**src/rtl/fx_boxmuller_radius.sv**
```systemverilog
// Box-Muller radius stage: r = floor(sqrt(-2*ln_in)) in the input Q format,
// computed by a restoring digit-by-digit square root, one root bit per clock.

package fpga_cfg_pkg;
  localparam int FP_WIDTH = 32;
  localparam int FP_QFRAC = 16;
endpackage

module fx_boxmuller_radius
  import fpga_cfg_pkg::*;
#(
  parameter int WIDTH = FP_WIDTH,
  parameter int QFRAC = FP_QFRAC
) (
  input  logic             clk,
  input  logic             rst,
  input  logic             valid_in,
  output logic             ready_out,
  input  logic [WIDTH-1:0] ln_in,
  output logic             valid_out,
  input  logic             ready_in,
  output logic [WIDTH-1:0] r_out,
  output logic             sat_out
);

  localparam int ITER  = (WIDTH + QFRAC + 1) / 2;
  localparam int RAD_W = 2 * ITER;
  localparam int REM_W = ITER + 2;
  localparam int CNT_W = $clog2(ITER);
  localparam logic [WIDTH:0] SAT_LIM = (WIDTH + 1)'(1) << (WIDTH - 2);

  // Handshake: a transfer occurs on any rising edge where valid and ready are
  // both high; valid_out is a pure state decode and never looks at ready_in.
  typedef enum logic [1:0] {IDLE, CALC, DONE} state_t;

  state_t             state;
  state_t             state_nxt;
  logic [RAD_W-1:0]   rad;
  logic [REM_W-1:0]   rem;
  logic [ITER-1:0]    root;
  logic [CNT_W-1:0]   cnt;
  logic               sat_q;

  logic [WIDTH:0]     neg_ln;
  logic [WIDTH-1:0]   x;
  logic               sat_nxt;
  logic [RAD_W-1:0]   rad_init;
  logic [REM_W+1:0]   rem_sh;
  logic [REM_W+1:0]   trial;
  logic               ge;
  logic               accept;
  logic               last_step;

  // Operand formation: -2*ln clamped to the largest positive WIDTH-bit value.
  assign neg_ln = -{ln_in[WIDTH-1], ln_in};

  always_comb begin
    x       = '0;
    sat_nxt = 1'b0;
    if (!ln_in[WIDTH-1]) begin
      sat_nxt = |ln_in;
    end else if (neg_ln >= SAT_LIM) begin
      x       = {1'b0, {(WIDTH-1){1'b1}}};
      sat_nxt = 1'b1;
    end else begin
      x = {neg_ln[WIDTH-2:0], 1'b0};
    end
  end

  assign rad_init = RAD_W'({x, {QFRAC{1'b0}}});

  // One restoring step: bring down two radicand bits, try subtracting 4*root+1.
  assign rem_sh = {rem, rad[RAD_W-1 -: 2]};
  assign trial  = {2'b00, root, 2'b01};
  assign ge     = (rem_sh >= trial);

  assign accept    = valid_in && (state == IDLE);
  assign last_step = (cnt == CNT_W'(ITER - 1));

  always_ff @(posedge clk) begin
    if (rst) state <= IDLE;
    else     state <= state_nxt;
  end

  always_comb begin
    state_nxt = state;
    case (state)
      IDLE:    if (valid_in)  state_nxt = CALC;
      CALC:    if (last_step) state_nxt = DONE;
      DONE:    if (ready_in)  state_nxt = IDLE;
      default: state_nxt = IDLE;
    endcase
  end

  always_comb begin
    ready_out = (state == IDLE);
    valid_out = (state == DONE);
    r_out     = (state == DONE) ? WIDTH'(root) : '0;
    sat_out   = (state == DONE) && sat_q;
  end

  always_ff @(posedge clk) begin
    if (rst) begin
      rad   <= '0;
      rem   <= '0;
      root  <= '0;
      cnt   <= '0;
      sat_q <= 1'b0;
    end else if (accept) begin
      rad   <= rad_init;
      rem   <= '0;
      root  <= '0;
      cnt   <= '0;
      sat_q <= sat_nxt;
    end else if (state == CALC) begin
      rad  <= rad << 2;
      rem  <= ge ? REM_W'(rem_sh - trial) : REM_W'(rem_sh);
      root <= {root[ITER-2:0], ge};
      cnt  <= cnt + CNT_W'(1);
    end
  end

endmodule
```
**config.mk**
```make
export PLATFORM = sky130hd
export DESIGN_NAME = fx_boxmuller_radius
export DESIGN_NICKNAME = d
export VERILOG_FILES = /design/src/rtl/fx_boxmuller_radius.sv
export SDC_FILE = /design/constraint.sdc
export NUM_CORES = 1
export LEC_CHECK = 0
export CORE_UTILIZATION = 57
export CTS_CLUSTER_DIAMETER = 200
export CTS_CLUSTER_SIZE = 16
export DETAILED_ROUTE_END_ITERATION = 7
export PLACE_DENSITY = 0.81
export SLEW_MARGIN = 10
export SYNTH_ARGS = -nofsm -noshare
export SYNTH_HDL_FRONTEND = slang
export SYNTH_SLANG_ARGS = --single-unit
```
**constraint.sdc**
```tcl
create_clock -name clk -period 3.7 [get_ports clk]
set_input_delay 0.74 -clock clk [delete_from_list [all_inputs] [get_ports clk]]
set_output_delay 0.74 -clock clk [all_outputs]
set_load 0.02 [all_outputs]
```
After elaboration in Yosys (flattened, before gate mapping)
Cells that the tools add are included.
{"block": "totals", "ramBits": 0, "latch_bits": 0, "rom_bits": 0, "mem_count": 0, "regBits": 90, "in_bits": 36}
{"block": "classes", "n_mul": 0, "n_bitwise": 0, "reduce_logical": 7, "magnitude_cmp": 2, "mux": 12, "div": 0, "add_sub_neg": 3, "eq_ne": 6, "shift": 0}
{"operator": "$mux 48", "n": 2}
{"operator": "$mux 32", "n": 2}
{"operator": "$ge 33x31->1 const B", "n": 1}
{"operator": "$neg 33->33", "n": 1}
{"operator": "$reduce_or 32->1", "n": 1}
{"operator": "$ge 28x26->1", "n": 1}
{"operator": "$mux 26", "n": 1}
{"operator": "$sub 26x26->26", "n": 1}
{"operator": "$mux 24", "n": 1}
{"operator": "$mux 2", "n": 3}
{"operator": "$pmux 2 s3", "n": 1}
{"operator": "$add 5x1->5 const B", "n": 1}
{"operator": "$eq 5x5->1 const B", "n": 1}
{"operator": "$ne 2x2->1 const B", "n": 2}
{"operator": "$reduce_and 3->1", "n": 1}
{"operator": "$eq 2x1->1 const B", "n": 1}
{"operator": "$eq 2x2->1 const B", "n": 1}
{"operator": "$logic_and 1x1->1", "n": 2}
{"operator": "$logic_not 2->1", "n": 1}
{"operator": "$mux 1", "n": 2}
{"operator": "$ne 2x1->1 const B", "n": 1}
{"operator": "$reduce_bool 2->1", "n": 1}
{"operator": "$reduce_or 2->1", "n": 1}

Depth between registers and ports, before layout
{"block": "logic_depth", "word_depth": 5, "ltp_mapped": 12, "depth_no_buf": 10}

Least setup slack after synthesis
Ideal clock, no wire load.
{"block": "synth_timing", "path_type": "input -> register", "from": "input port ln_in[0]", "to": "register rad[30]", "t_arrival_ns": 2.867, "path_slack_ns": 0.701, "path_stages": 12, "setup_time_ns": 0.132, "cell_sequence": "inv_1 -> ha_1 -> or4b_1 -> clkbuf_1 -> nor4_4 -> nand4_2 -> or3b_1 -> nand2_2 -> nand2_2 -> buf_6 -> a221oi_2 -> nor3_1"}
{"block": "synth_between", "elab_chain_len": 5}
{"item": "start: declaration", "line": "19", "rtl": "input logic [WIDTH-1:0] ln_in,"}
{"item": "$neg 33->33 *", "line": "55", "rtl": "assign neg_ln = -{ln_in[WIDTH-1], ln_in};"}
{"item": "$ge 33x31->1", "line": "62", "rtl": "end else if (neg_ln >= SAT_LIM) begin"}
{"item": "$mux 32 *", "line": "62"}
{"item": "$mux 32 *", "line": "60", "rtl": "if (!ln_in[WIDTH-1]) begin"}
{"item": "$mux 48 *", "line": "109", "rtl": "end else if (accept) begin"}
{"item": "end signal: assignment", "line": "110", "rtl": "rad <= rad_init;"}
{"item": "end signal: assignment", "line": "116", "rtl": "rad <= rad << 2;"}
{"item": "end: declaration", "line": "38", "rtl": "logic [RAD_W-1:0] rad;"}
Every way passes the cells marked *; elsewhere a longest branch is shown, timed or not.
A chain may end at the register's enable or synchronous reset.

Worst setup path in the final report
{"block": "layout_timing", "from": "register root[13]", "to": "register rem[21]"}
{"block": "layout_between", "elab_chain_len": 2}
{"item": "start: declaration", "line": "40", "rtl": "logic [ITER-1:0] root;"}
{"item": "start signal: assignment", "line": "118", "rtl": "root <= {root[ITER-2:0], ge};"}
{"item": "$sub 26x26->26 or $ge 28x26->1 (tied branches)", "line": "117, 75"}
{"item": "$mux 26 *", "line": "117", "rtl": "rem <= ge ? REM_W'(rem_sh - trial) : REM_W'(rem_sh);"}
{"item": "end signal: assignment", "line": "117"}
{"item": "end: declaration", "line": "39", "rtl": "logic [REM_W-1:0] rem;"}
Marks and branches as above.

==> metrics <==
DP Area=between 6000 and 7000 um2; slowest CP cell=a31oi_4; drt wl/cell=15.2 um; first-pass GRT wire length=24.5 mm; Critical Path Fanout Max=24; DR DRC count=0; Final Hold Viols=0; clock root cell=clkbuf_8; reg2reg path depth=11; Comb pwr share=~40%; fill count=894; 1st-iter DRT viols=362; worst-margin pin slew=1.01 ns; internal power=0.00189 W; number of global-route vias before repair=5443; CTS tree=done; Final Skew=0.0143 ns; gr usage total=27.0%; final setup fails=0; largest net degree at the start of global routing=46; setup TNS=0 ns; startpoint types=flip-flop; Buf+Inv Stages, Crit Path=2; final antenna-violating net count=0; design area=6990 um2; Final Power=0.00302 W; core box area=10300 um2; CP Data Arrival Time=3.65 ns; Seq/Total Area, Yosys=29.6%; Avg Vias per Cell=5.91; CTS clk-pin slew, worst paths=0.08 ns; switching share of power=37.4%; Detailed Place HPWL=10.8 mm; Hold Path Cell Cnt=2; CTS H-tree lvls=3; gp weighted congestion=0.845; # hold bufs at CTS=0; Clock power frac=22.7%; FMAX=roughly 290 MHz; Net Sw Power=0.00113 W; I/O Buffers=slightly above 60; Die Width=105 um; critical-path cell list=inv_1 > ha_1 > and4_1 > and4_1 > nand2_1 > a21oi_1 > o31ai_4 > a31oi_4 > buf_4 > a2bb2oi_1 > a21oi_1; Post-Syn Area=6080 um2; Syn Inst Count=784; Die ar.=roughly 11000 um2; Yosys cell types=67; syn_area_per_cell=7.75 um2; fin nets=892; asr flop ratio synth=0%; Synth Register Bits=90; pwr/cell area=432 nW/um2; Final Critical Period=3.41 ns; P_leak=approximately 2.7 nW; Clock Latency Late Sink=0.38 ns; setup bufs post-CTS=0; Levels on crit path=11; num rows=37; period utilization=92.1%; Worst EP required=3.94 ns; Worst Hold Class=flip-flop to flip-flop; EDFF count, synth=0; drt total wl=around 15 mm; Post-Layout Cell Count=967; max capacitance violation total=0; slew margin rel.=32.9%; grt ovf=0; ys flop type=dfxtp_1; CP endpoint kind=flip-flop; fin. max-slew vios=0; initial antenna violation count=0; share of post-route cells with drive strength above 1=7.94%; worst vdd ir=0.266 mV; total CTS buffers=9; run status=complete, no violations; Seq pwr share=36.0%; Die H=105 um; # diodes=0; I/O pins=a little over 70; 1st-pass router iterations=5; unrepaired setup endpoints after global routing=false; Num Clock Sinks=90; crit path kind=flip-flop to flip-flop; Layout area overhead=15.0%; cell family with most CP delay=compound AO/OA/AOI/OAI gates; CP max stage delay=0.84 ns; yosys warns=0; CTS resizes=0; placed insts=about 950; clock buffer depth=2; Initial Utilization=58.9%; detailed-route via count=5714
through the flow:
step	setup slack [ns]	hold WS, ns	utilization, %
2_1_floorplan	0.701	0.427	-
3_3_place_gp	0.0861	0.440	65.8
3_5_place_dp	-0.0958	0.453	65.8
4_1_cts	0.310	0.466	67.7
5_1_grt	0.0233	0.484	67.7
6_report	0.292	0.463	67.7
cell usage after synthesis, types with 3 or more instances:
library cell  instances  area share (%)
nand2_1              91             5.6
dfxtp_1              90              30
nor2_1               74             4.6
a21oi_1              70             5.8
nor3_1               42             3.5
clkbuf_1             40             2.5
o21ai_0              35             2.9
inv_1                34             2.1
ha_1                 29             6.0
xnor2_1              28             4.0
and2_1               25             2.6
mux2i_1              22             3.6
xor2_1               19             2.7
a221oi_2             18             4.4
nand3_1              14             1.2
nand4_1              13             1.3
nor4_1               12             1.2
a31oi_1              10             1.0
buf_4                 9             1.1
a221oi_1              7             1.0
nand2b_1              6            0.62
or4_1                 6            0.74
and3_1                5            0.51
nor2b_1               5            0.51
a211oi_1              4            0.49
buf_1                 4            0.25
buf_2                 4            0.33
nor3b_1               4            0.49
o21a_1                4            0.49
o31ai_1               4            0.49
a21o_1                3            0.37
nand3b_1              3            0.37
per-layer routing:
| metal | vias to the layer above | track usage (%) | part of all wire, % |
|---|---|---|---|
| met5 | - | 0 | 0 |
| met4 | 0 | 10.9 | 1.9 |
| met3 | 27 | 3.96 | 3.8 |
| met2 | 142 | 49.9 | 52 |
| met1 | 2690 | 31.0 | 43 |
| li1 | 2855 | - | - |
flip-flops by register name (all words and copies together), names as in the netlist:
signal / count
root: 24
sat_q: 1
rem: 26
state: 2
cnt: 5
rad: 32
cell families (layout without fill, tap and decap cells):
| kind of cell | Yosys count | in the layout | share of synthesized area [%] |
|---|---|---|---|
| and+or+nand+nor | 316 | 316 | 25.5 |
| AOI/OAI and AO/OA | 185 | 185 | 21.6 |
| buffers and inverters | 93 | 133 | 6.63 |
| DFF | 90 | 90 | 29.6 |
| xor gates and xnor gates | 47 | 47 | 6.77 |
| adders and majority gates | 29 | 29 | 5.97 |
| muxes | 23 | 23 | 3.81 |
| other | 1 | 8 | 0.0617 |
final cells by class:
cell class / instances / area, um2 / share of cell area, %
clock inverters: 4 / 51.3 / 0.734
multi-input cells: 608 / 3910 / 56.0
inverters: 34 / 128 / 1.83
clock buffers: 11 / 141 / 2.02
repair buffers: 84 / 786 / 11.2
well taps: 136 / 170 / 2.43
flip-flops and latches: 90 / 1800 / 25.8
tightest hold or removal path, delay by kind of cell (launching register included):
family / cells / cell delay [ns]
compound gates: 1 / 0.05
flops: 1 / 0.32
simple gates: 1 / 0.05
power groups by stage:
stage | Sequential [W] | Clock [W] | Combinational, W
6_report | 0.00109 | 0.000687 | 0.00125
5_1_grt | 0.00110 | 0.000736 | 0.00136
4_1_cts | 0.00109 | 0.000696 | 0.00123
3_5_place_dp | 0.00111 | 0 | 0.00122
3_3_place_gp | 0.00111 | 0 | 0.00119
2_1_floorplan | 0.00109 | 0 | 0.000968
placed cells by master, fill, tap and decap left out, types with 8 or more instances in the layout:
cell and count:
nor2_1 74, mux2i_1 22, nor4_1 12, o21ai_0 35
nand4_1 13, nor3_1 42, clkdlybuf4s50_1 62, xor2_1 19
xnor2_1 28, inv_1 34, ha_1 29, conb_1 8
a21oi_1 70, a31oi_1 10, a221oi_2 18, clkbuf_8 10
nand3_1 14, dfxtp_1 90, nand2_1 91, and2_1 25
buf_4 22
worst paths after layout:
check / from / to / slack (ns)
setup / recovery: root[13]$_SDFFE_PP0P_ / rem[21]$_SDFFE_PP0P_ / 0.29
hold / removal: sat_q$_SDFFE_PP0P_ / sat_q$_SDFFE_PP0P_ / 0.46
setup reg to reg: root[13]$_SDFFE_PP0P_ / rem[21]$_SDFFE_PP0P_ / 0.29
hold reg to reg: sat_q$_SDFFE_PP0P_ / sat_q$_SDFFE_PP0P_ / 0.46
Power figures use the tool's default switching activity.
